<file path="config.mk">
export PLATFORM = sky130hd
export DESIGN_NAME = lcd_msg_sequencer
export DESIGN_NICKNAME = d
export VERILOG_FILES = /design/src/rtl/lcd_pkg.sv /design/src/rtl/lcd_pwrup_timer.sv /design/src/rtl/lcd_msg_sequencer.sv
export SDC_FILE = /design/constraint.sdc
export NUM_CORES = 1
export LEC_CHECK = 0
export CAP_MARGIN = 20
export CORE_ASPECT_RATIO = 1.5
export CORE_MARGIN = 4
export CORE_UTILIZATION = 45
export CTS_CLUSTER_SIZE = 40
export DETAILED_ROUTE_END_ITERATION = 16
export PLACE_DENSITY = 0.77
export SYNTH_ARGS = -nofsm -noshare
export SYNTH_HDL_FRONTEND = slang
export SYNTH_SLANG_ARGS = --single-unit
</file>
<file path="constraint.sdc">
create_clock -name i_clk -period 11.3 [get_ports i_clk]
set_input_delay 1.695 -clock i_clk [delete_from_list [all_inputs] [get_ports i_clk]]
set_output_delay 1.695 -clock i_clk [all_outputs]
set_load 0.005 [all_outputs]
</file>
<file path="src/rtl/lcd_pkg.sv">
// lcd_pkg
//   Shared constants and types for the LCD message sequencer: driver
//   function codes, sequencer state encoding, HD44780 init commands and
//   DDRAM line addresses.
package lcd_pkg;

  localparam logic [1:0] LCD_FUNC_CMD  = 2'b00;  // RS=0
  localparam logic [1:0] LCD_FUNC_DATA = 2'b01;  // RS=1

  typedef enum logic [2:0] {
    ST_PWRUP      = 3'd0,
    ST_INIT_ISSUE = 3'd1,
    ST_INIT_WAIT  = 3'd2,
    ST_READY      = 3'd3,
    ST_WR_ISSUE   = 3'd4,
    ST_WR_WAIT    = 3'd5
  } lcd_seq_state_e;

  localparam logic [7:0] LCD_CMD_FUNCSET = 8'h38;  // 8-bit bus, 2 lines, 5x8 font
  localparam logic [7:0] LCD_CMD_DISPON  = 8'h0C;  // display on, cursor off
  localparam logic [7:0] LCD_CMD_CLEAR   = 8'h01;
  localparam logic [7:0] LCD_CMD_ENTRY   = 8'h06;  // increment, no shift

  localparam logic [7:0] LCD_ADDR_LINE1 = 8'h80;
  localparam logic [7:0] LCD_ADDR_LINE2 = 8'hC0;

  localparam logic [1:0] LCD_INIT_LAST = 2'd3;   // index of last init item
  localparam logic [5:0] LCD_WR_LAST   = 6'd33;  // index of last write item

  function automatic logic [7:0] lcd_init_cmd(input logic [1:0] idx);
    logic [7:0] cmd;
    case (idx)
      2'd0:    cmd = LCD_CMD_FUNCSET;
      2'd1:    cmd = LCD_CMD_DISPON;
      2'd2:    cmd = LCD_CMD_CLEAR;
      default: cmd = LCD_CMD_ENTRY;
    endcase
    return cmd;
  endfunction

endpackage

</file>
<file path="src/rtl/lcd_pwrup_timer.sv">
// lcd_pwrup_timer
//   Counts CYCLES enabled clock cycles after reset and then stays expired.
//   The counter saturates at CYCLES and never wraps.
//   Ports:
//     i_clk   system clock
//     i_rst   asynchronous active-high reset (clears the count)
//     i_en    count enable
//     o_done  high during the last counted cycle and every enabled cycle
//             after it, so a registered consumer moves on exactly after
//             CYCLES edges
module lcd_pwrup_timer #(
  parameter int CYCLES = 1
) (
  input  logic i_clk,
  input  logic i_rst,
  input  logic i_en,
  output logic o_done
);

  localparam int CNT_W = (CYCLES < 1) ? 1 : $clog2(CYCLES + 1);
  localparam logic [CNT_W-1:0] CNT_MAX  = CNT_W'(CYCLES);
  localparam logic [CNT_W-1:0] CNT_LAST = (CYCLES < 1) ? '0 : CNT_W'(CYCLES - 1);

  logic [CNT_W-1:0] cnt_q, cnt_d;

  always_comb begin
    cnt_d = cnt_q;
    if (i_en && (cnt_q != CNT_MAX)) begin
      cnt_d = cnt_q + 1'b1;
    end
  end

  always_ff @(posedge i_clk or posedge i_rst) begin
    if (i_rst) begin
      cnt_q <= '0;
    end else begin
      cnt_q <= cnt_d;
    end
  end

  assign o_done = i_en && (cnt_q >= CNT_LAST);

endmodule

</file>
<file path="src/rtl/lcd_msg_sequencer.sv">
// lcd_msg_sequencer
//   Waits out LCD power-up, issues the HD44780 init list, then on request
//   writes two 16-character lines through the LCD timer/driver, one
//   transaction at a time, waiting for the driver's done pulse in between.
//   Ports:
//     i_clk, i_rst        clock, asynchronous active-high reset
//     i_start             write request (pulse or level); remembered if it
//                         arrives before init completes
//     i_line1, i_line2    16 ASCII chars each, leftmost char in the MSByte
//     i_lcd_done          driver: current transaction complete
//     o_lcd_en            one-cycle transaction strobe to the driver
//     o_lcd_data/func     transaction payload, stable until the next strobe
//     o_ready / o_busy    idle after init / anything else
//     o_done              one-cycle pulse at the end of a two-line write
//
//   state      | meaning
//   -----------+-----------------------------------------------------
//   PWRUP      | power-up wait
//   INIT_ISSUE | strobe init command idx
//   INIT_WAIT  | wait driver done for init command idx
//   READY      | idle; start (or pending start) snapshots the lines
//   WR_ISSUE   | strobe write item idx (first cycle after READY is the
//              | snapshot cycle, strobe follows)
//   WR_WAIT    | wait driver done for write item idx
module lcd_msg_sequencer
  import lcd_pkg::*;
#(
  parameter int FREQ      = 50_000_000,
  parameter int PWRUP_US  = 20_000,
  parameter int SIZE_DATA = 8,
  parameter int SIZE_FUNC = 2
) (
  input  logic                 i_clk,
  input  logic                 i_rst,
  input  logic                 i_start,
  input  logic [127:0]         i_line1,
  input  logic [127:0]         i_line2,
  input  logic                 i_lcd_done,
  output logic                 o_lcd_en,
  output logic [SIZE_DATA-1:0] o_lcd_data,
  output logic [SIZE_FUNC-1:0] o_lcd_func,
  output logic                 o_ready,
  output logic                 o_busy,
  output logic                 o_done
);

  localparam int PWRUP_CYCLES = PWRUP_US * (FREQ / 1_000_000);

  lcd_seq_state_e state_q, state_d;
  logic [5:0]     idx_q, idx_d;
  logic           pend_q, pend_d;
  logic [255:0]   snap_q, snap_d;

  logic                 lcd_en_q, lcd_en_d;
  logic [SIZE_DATA-1:0] lcd_data_q, lcd_data_d;
  logic [SIZE_FUNC-1:0] lcd_func_q, lcd_func_d;
  logic                 ready_q, ready_d;
  logic                 busy_q, busy_d;
  logic                 done_q, done_d;

  logic pwrup_done;

  lcd_pwrup_timer #(
    .CYCLES (PWRUP_CYCLES)
  ) u_pwrup_timer (
    .i_clk  (i_clk),
    .i_rst  (i_rst),
    .i_en   (state_q == ST_PWRUP),
    .o_done (pwrup_done)
  );

  always_comb begin
    state_d = state_q;
    idx_d   = idx_q;
    pend_d  = pend_q;
    snap_d  = snap_q;
    done_d  = 1'b0;

    if (i_start && (state_q inside {ST_PWRUP, ST_INIT_ISSUE, ST_INIT_WAIT})) begin
      pend_d = 1'b1;
    end

    case (state_q)
      ST_PWRUP: begin
        if (pwrup_done) begin
          state_d = ST_INIT_ISSUE;
          idx_d   = '0;
        end
      end
      ST_INIT_ISSUE: begin
        if (lcd_en_q) state_d = ST_INIT_WAIT;
      end
      ST_INIT_WAIT: begin
        if (i_lcd_done) begin
          if (idx_q[1:0] == LCD_INIT_LAST) begin
            state_d = ST_READY;
            idx_d   = '0;
          end else begin
            state_d = ST_INIT_ISSUE;
            idx_d   = idx_q + 6'd1;
          end
        end
      end
      ST_READY: begin
        if (i_start || pend_q) begin
          snap_d  = {i_line1, i_line2};
          pend_d  = 1'b0;
          state_d = ST_WR_ISSUE;
          idx_d   = '0;
        end
      end
      ST_WR_ISSUE: begin
        if (lcd_en_q) state_d = ST_WR_WAIT;
      end
      ST_WR_WAIT: begin
        if (i_lcd_done) begin
          if (idx_q == LCD_WR_LAST) begin
            state_d = ST_READY;
            idx_d   = '0;
            done_d  = 1'b1;
          end else begin
            state_d = ST_WR_ISSUE;
            idx_d   = idx_q + 6'd1;
          end
        end
      end
      default: begin
        state_d = ST_PWRUP;
        idx_d   = '0;
      end
    endcase
  end

  // Item -> (byte, func) mux, evaluated for the state being entered so the
  // registered outputs line up with the strobe. Write items 1..16 map to
  // chars 0..15 and items 18..33 to chars 16..31 of the snapshot; 5-bit
  // wrap-around makes "idx-2" correct for items 32 and 33.
  logic [4:0] char_idx;
  logic [7:0] bit_hi;
  logic [7:0] item_byte;
  logic [1:0] item_func;

  always_comb begin
    char_idx   = '0;
    bit_hi     = 8'd255;
    item_byte  = 8'h00;
    item_func  = LCD_FUNC_CMD;
    lcd_en_d   = 1'b0;
    lcd_data_d = lcd_data_q;
    lcd_func_d = lcd_func_q;

    if (state_d == ST_INIT_ISSUE) begin
      item_byte = lcd_init_cmd(idx_d[1:0]);
    end else begin
      char_idx = (idx_d <= 6'd16) ? (idx_d[4:0] - 5'd1) : (idx_d[4:0] - 5'd2);
      bit_hi   = 8'd255 - {char_idx, 3'b000};
      if (idx_d == 6'd0) begin
        item_byte = LCD_ADDR_LINE1;
      end else if (idx_d == 6'd17) begin
        item_byte = LCD_ADDR_LINE2;
      end else begin
        item_byte = snap_q[bit_hi -: 8];
        item_func = LCD_FUNC_DATA;
      end
    end

    if ((state_d == ST_INIT_ISSUE) || (state_d == ST_WR_ISSUE)) begin
      // Leaving READY spends one cycle taking the snapshot before strobing.
      lcd_en_d   = (state_q != ST_READY);
      lcd_data_d = SIZE_DATA'(item_byte);
      lcd_func_d = SIZE_FUNC'(item_func);
    end

    ready_d = (state_d == ST_READY);
    busy_d  = !ready_d;
  end

  always_ff @(posedge i_clk or posedge i_rst) begin
    if (i_rst) begin
      state_q    <= ST_PWRUP;
      idx_q      <= '0;
      pend_q     <= 1'b0;
      snap_q     <= '0;
      lcd_en_q   <= 1'b0;
      lcd_data_q <= '0;
      lcd_func_q <= '0;
      ready_q    <= 1'b0;
      busy_q     <= 1'b1;
      done_q     <= 1'b0;
    end else begin
      state_q    <= state_d;
      idx_q      <= idx_d;
      pend_q     <= pend_d;
      snap_q     <= snap_d;
      lcd_en_q   <= lcd_en_d;
      lcd_data_q <= lcd_data_d;
      lcd_func_q <= lcd_func_d;
      ready_q    <= ready_d;
      busy_q     <= busy_d;
      done_q     <= done_d;
    end
  end

  assign o_lcd_en   = lcd_en_q;
  assign o_lcd_data = lcd_data_q;
  assign o_lcd_func = lcd_func_q;
  assign o_ready    = ready_q;
  assign o_busy     = busy_q;
  assign o_done     = done_q;

endmodule

</file>
Yosys cells after proc, flatten, opt, wreduce, memory -nomap -nowiden

Cells that the tools add are included.

Input port bits: 260
Latch bits: 0
Word-level logic and storage cells: 77
Output and inout bits: 14
Memory bits (writable): 0
ROM bits: 0
Flip-flop bits (word level): 300
Memories: 0

Magnitude comparators: 2
Reduce and logical (&&, ||, !) cells: 12
Divide/modulo/power cells: 0
$add $sub $neg: 5
Muxes and demuxes: 31
Shifts and indexed selects: 1
$mul: 0
Equal/unequal tests: 15
Bitwise logic cells: 0

Operators with widths:

| operator              | number |
|---|---|
| $shiftx 263x9->8      | 1 |
| $mux 6                | 6 |
| $pmux 6 s5            | 1 |
| $mux 8                | 3 |
| $mux 3                | 7 |
| $add 20x1->20 const B | 1 |
| $ge 20x20->1 const B  | 1 |
| $ne 20x20->1 const B  | 1 |
| $pmux 3 s6            | 1 |
| $pmux 6 s3            | 1 |
| $mux 1                | 10 |
| $eq 3x2->1 const B    | 3 |
| $eq 3x3->1 const B    | 3 |
| $sub 8x8->8 const A   | 1 |
| $add 6x1->6 const B   | 1 |
| $eq 3x1->1 const B    | 2 |
| $eq 6x5->1 const B    | 1 |
| $eq 6x6->1 const B    | 1 |
| $le 6x5->1 const B    | 1 |
| $logic_not 6->1       | 1 |
| $mux 5                | 1 |
| $sub 5x1->5 const B   | 1 |
| $sub 5x2->5 const B   | 1 |
| $eq 2x2->1 const B    | 2 |
| 11 further kinds      | 14 |

Longest topological paths before layout

Depth after elaboration: 11
Gate-level depth with buffers: 23
Depth with buffers taken out: 16

By module

From an unflattened synthesis, not the netlist that was laid out.

Cells, all modules: 1193
Area total of the unflattened synthesis: 14903.0 um2

By module, submodules not included:

| module            | times used | seq. area each (um2) | cells an instance | area each (um2) |
|---|---|---|---|---|
| lcd_msg_sequencer | 1          | 6982.9               | 1095              | 13858.3 |
| lcd_pwrup_timer   | 1          | 500.5                | 98                | 1044.8 |

Least setup slack after synthesis

Ideal clock, no wire load.

Kind: input to register
From: input i_lcd_done
To: register lcd_data_q[0], in the netlist o_lcd_data[0]
Stages: 20
Arrival time: 5.744 ns
Path buffers: 8
Data required time: 11.174 ns
Library setup time: 0.126 ns
Path slack: 5.430 ns
Cells stage by stage: clkbuf_1 inv_1 nor2_1 a211oi_1 a31o_1 buf_2 clkbuf_1 clkbuf_1 buf_2 ha_1 inv_1 o31a_1 or4_1 clkbuf_1 and2_1 buf_2 buf_2 o22ai_1 o221ai_1 a221o_1

Longest elaborated chain between the ends: 9
Elaborated cells on any way between the ends: 24
Classes of those cells: 3 x add/sub; 1 x order compare; 5 x eq/ne; 1 x shift; 11 x mux; 3 x reduce/logical

RTL lines:

| element                             | RTL line                                          | source |
|---|---|---|
| from (decl)                         | lcd_msg_sequencer.sv:38                           | `input logic i_lcd_done,` |
| $mux 6, on equally long branches    | lcd_msg_sequencer.sv:116, lcd_msg_sequencer.sv:94 |  |
| $pmux 6 s5                          | lcd_msg_sequencer.sv:83                           | `case (state_q)` |
| $sub 5x2->5 (tied with other cells) | lcd_msg_sequencer.sv:155                          | `char_idx = (idx_d <= 6'd16) ? (idx_d[4:0] - 5'd1) : (idx_d[4:0] - 5'd2);` |
| $mux 5                              | lcd_msg_sequencer.sv:155                          |  |
| $sub 8x8->8                         | lcd_msg_sequencer.sv:156                          | `bit_hi = 8'd255 - {char_idx, 3'b000};` |
| $shiftx 263x9->8                    | lcd_msg_sequencer.sv:162                          | `item_byte = snap_q[bit_hi -: 8];` |
| $mux 8                              | lcd_msg_sequencer.sv:159                          | `end else if (idx_d == 6'd17) begin` |
| $mux 8                              | lcd_msg_sequencer.sv:157                          | `if (idx_d == 6'd0) begin` |
| $mux 8                              | lcd_msg_sequencer.sv:152                          | `if (state_d == ST_INIT_ISSUE) begin` |
| to (signal assigned)                | lcd_msg_sequencer.sv:196                          | `lcd_data_q <= lcd_data_d;` |
| to (decl)                           | lcd_msg_sequencer.sv:55                           | `logic [SIZE_DATA-1:0] lcd_data_q, lcd_data_d;` |

Several ways; a longest one is shown, not always the timed one.
A chain may end at the register's enable or synchronous reset.

Final worst setup path

From: input i_lcd_done
To: register lcd_data_q[3], in the netlist o_lcd_data[3]

Same word-level chain as after synthesis.

==> results.yml <==
floorplan:
  initial_core_util: 0.456
  io_pins: 274
  coreArea_um2: 32600
  dieArea_um2: 36100
  rows: 81
  die_h_um: 231
  chipWidth_um: 156
detailed_routing:
  drt-pass1-iter-count: 9
  viasPerCell: 6.25
  wl_per_cell_um: 26.0
  drt_iter0_drc: 1382
  wl_um: 50400
  vias: 12100
  antenna_left: 0
  route.detailed.drc: 0
finish:
  regArea_um2: 7480
  final_cell_mix: "dfrtp_1 (298), clkdlybuf4s50_1 (272), mux2_2 (257)"
  fin_cells: 1937
  final_area_um2: 18800
  nFillCells: 2697
  fin_nets: 1772
  area_growth_pct: 26.6
  final_common_cell: "dfrtp_1"
  utilization: 0.577
  final_layout_size_suffix_gt1_frac: 0.224
  multi_input_area_um2: 6930
hold_path:
  hold_start: "snap_q[26]$_DFFE_PP0P_"
  hold_path.class: "reg -> reg"
  holdPathStages: 1
timing:
  final_max_slew_viol_count: 0
  grt_setup_unrepaired: "false"
  finalCriticalPeriod_ps: 6830
  setup_slack_ps: 4470
  hold_viol_final: 0
  clock.fmax_mhz: 146
  setup_tns_ps: 0
  fin_crit_sh: 0.605
  fin_skew_ps: 19.1
  worst_hold_slack_ps: 501
  slew_headroom: 0.179
  setup_violations: 0
  worst_slew_pin_slew_ps: 1220
clocking:
  cts.sinks: 299
  root_buffer: "clkbuf_16"
  postCtsSetupBuffers: 0
  cts_resized: 0
  h-tree-depth: 1
  cts_tree: "built"
  cts_hold_buf: 0
  clock_latency_ps: 570
  cts_made_buffers: 29
  clk_pin_slew_ps: 70
  cts_buffer_depth: 3
synthesis:
  synth_flop_cell: "dfrtp_1"
  syn_nets: 1542
  syn_inst: 1270
  syn_avg_cell_area_um2: 11.7
  async_flop_share: 1.00
  synthAdderAreaFrac: 0.0101
  seq_area_frac_synth: 0.503
  ys_types: 85
  synth_edf_count: 0
  yosys.area_share.simple: 0.0964
  yosysWarnings: 0
  ys_seq_elements: 299
  synth_compound_area_frac: 0.135
  synth.mux.area_fraction: 0.210
  synth_top_family_by_area: "multiplexers"
  synth_xor_area_frac: 0.0135
  netlist_area_um2: 14900
global_route:
  antenna_found_initial: 3
  grt_pass1_wl_um: 75100
  grt_use_met3: 0.0428
  grt_pass1_vias: 12400
  grt.total_usage: 0.273
  met2_usage: 0.484
  busiest_layer: "met2"
  grt_max_degree: 93
  overflow: 0
  grtUsageMet1: 0.319
worst_setup_path:
  critical_path_class: "in -> reg"
  endpoint_kind: "flop"
  arrival_ps: 7230
  worstSetupStartpoint: "i_lcd_done"
  crit_fanout: 38
  r2r_cells: 16
  cp.required_ps: 11690
  r2r-start: "idx_q[1]$_DFF_PP0_"
  crit_path_start_kind: "input pin"
placement:
  numPortBuffers: 272
  gp_congestion: 0.978
  dp_slack_ps: 4080
  hpwl_um: 37500
  placed_area_um2: 17800
  placed_cells: 1882
pwr:
  power-per-cell-area_nw_per_um2: 334
  ir_drop_mv: 0.184
  p_leak_nw: 7.60
  power.total_mw: 6.30
outcome:
  status: "completed"
job:
  cap_violations: 0
where the power goes:
group	total (mW)	switching, mW	internal, mW
sequential	2.08	0.497	1.58
combinational	3.22	1.86	1.36
clock	1.00	0.419	0.584
total	6.30	2.78	3.52
registers in the layout (all words and copies together) (netlist names):
| register | count |
|---|---|
| idx_q | 6 |
| o_done | 1 |
| o_lcd_data | 8 |
| o_busy | 1 |
| o_ready | 1 |
| o_lcd_en | 1 |
| snap_q | 256 |
| u_pwrup_timer.cnt_q | 20 |
| o_lcd_func | 1 |
| state_q | 3 |
| pend_q | 1 |
worst max-delay path, cell delays in order:
cell and delay [ps]:
clkdlybuf4s50_1 630, inv_1 220, nor2_1 100, a211oi_1 250, a31o_1 130, buf_4 390, ha_1 280, inv_1 120
o31a_1 630, o21ai_1 730, nand2_1 640, mux2i_1 370, a221oi_1 130, a211oi_1 670, o31ai_1 200
cells in the mapped netlist (all sizes together), types with 5 or more instances:
library cell / number / area share
a21oi: 45 / 0.015
and3: 10 / 0.0042
or3: 5 / 0.0021
a211oi: 16 / 0.0081
a21o: 6 / 0.0030
mux2i: 16 / 0.011
ha: 12 / 0.010
o22a: 9 / 0.0053
nor3: 31 / 0.010
o41ai: 6 / 0.0035
o32a: 6 / 0.0040
nor3b: 5 / 0.0025
or4: 16 / 0.0081
o21ai: 39 / 0.013
a311oi: 6 / 0.0035
nor4: 19 / 0.0080
o211ai: 9 / 0.0062
xnor2: 17 / 0.010
nand4: 17 / 0.0071
a211o: 5 / 0.0029
nand3: 23 / 0.0081
nand2: 42 / 0.011
mux2: 257 / 0.19
o31ai: 12 / 0.0073
and2: 7 / 0.0029
o221ai: 23 / 0.014
clkbuf: 54 / 0.014
dfrtp: 298 / 0.50
o22ai: 44 / 0.019
xor2: 6 / 0.0035
buf: 32 / 0.013
nor2: 78 / 0.020
inv: 23 / 0.0058
kinds of logic after synthesis:
family	Yosys count
xor gates and xnor gates	23
DFF	299
other	1
and+or+nand+nor	275
buffers and inverters	109
AOI/OAI and AO/OA	275
muxes	276
adders and majority gates	12
per-layer routing:
layer / vias to the layer above / wire length (um)
met5: - / 0
met2: 649 / 26400
met3: 173 / 3570
met1: 6032 / 17700
met4: 0 / 2840
li1: 5259 / -
final timing paths:
path | to | slack [ps]
max in group asynchronous | snap_q[207]$_DFFE_PP0P_ | 7730
max reg2reg | o_lcd_data[3]$_DFFE_PP0N_ | 5350
min reg2reg | snap_q[26]$_DFFE_PP0P_ | 500
min | snap_q[26]$_DFFE_PP0P_ | 500
min in group asynchronous | snap_q[153]$_DFFE_PP0P_ | 1610
max | o_lcd_data[3]$_DFFE_PP0N_ | 4470
area by class of cell:
| cell class | instances | share of cell area |
|---|---|---|
| multi-input combinational | 862 | 0.368 |
| tap | 415 | 0.0276 |
| antenna | 2 | 0.000266 |
| clock buffer | 40 | 0.0423 |
| timing repair buffer | 285 | 0.151 |
| sequential | 299 | 0.397 |
| inverter | 23 | 0.00498 |
| clock inverter | 11 | 0.00897 |
(Power assumes the default switching activity.)
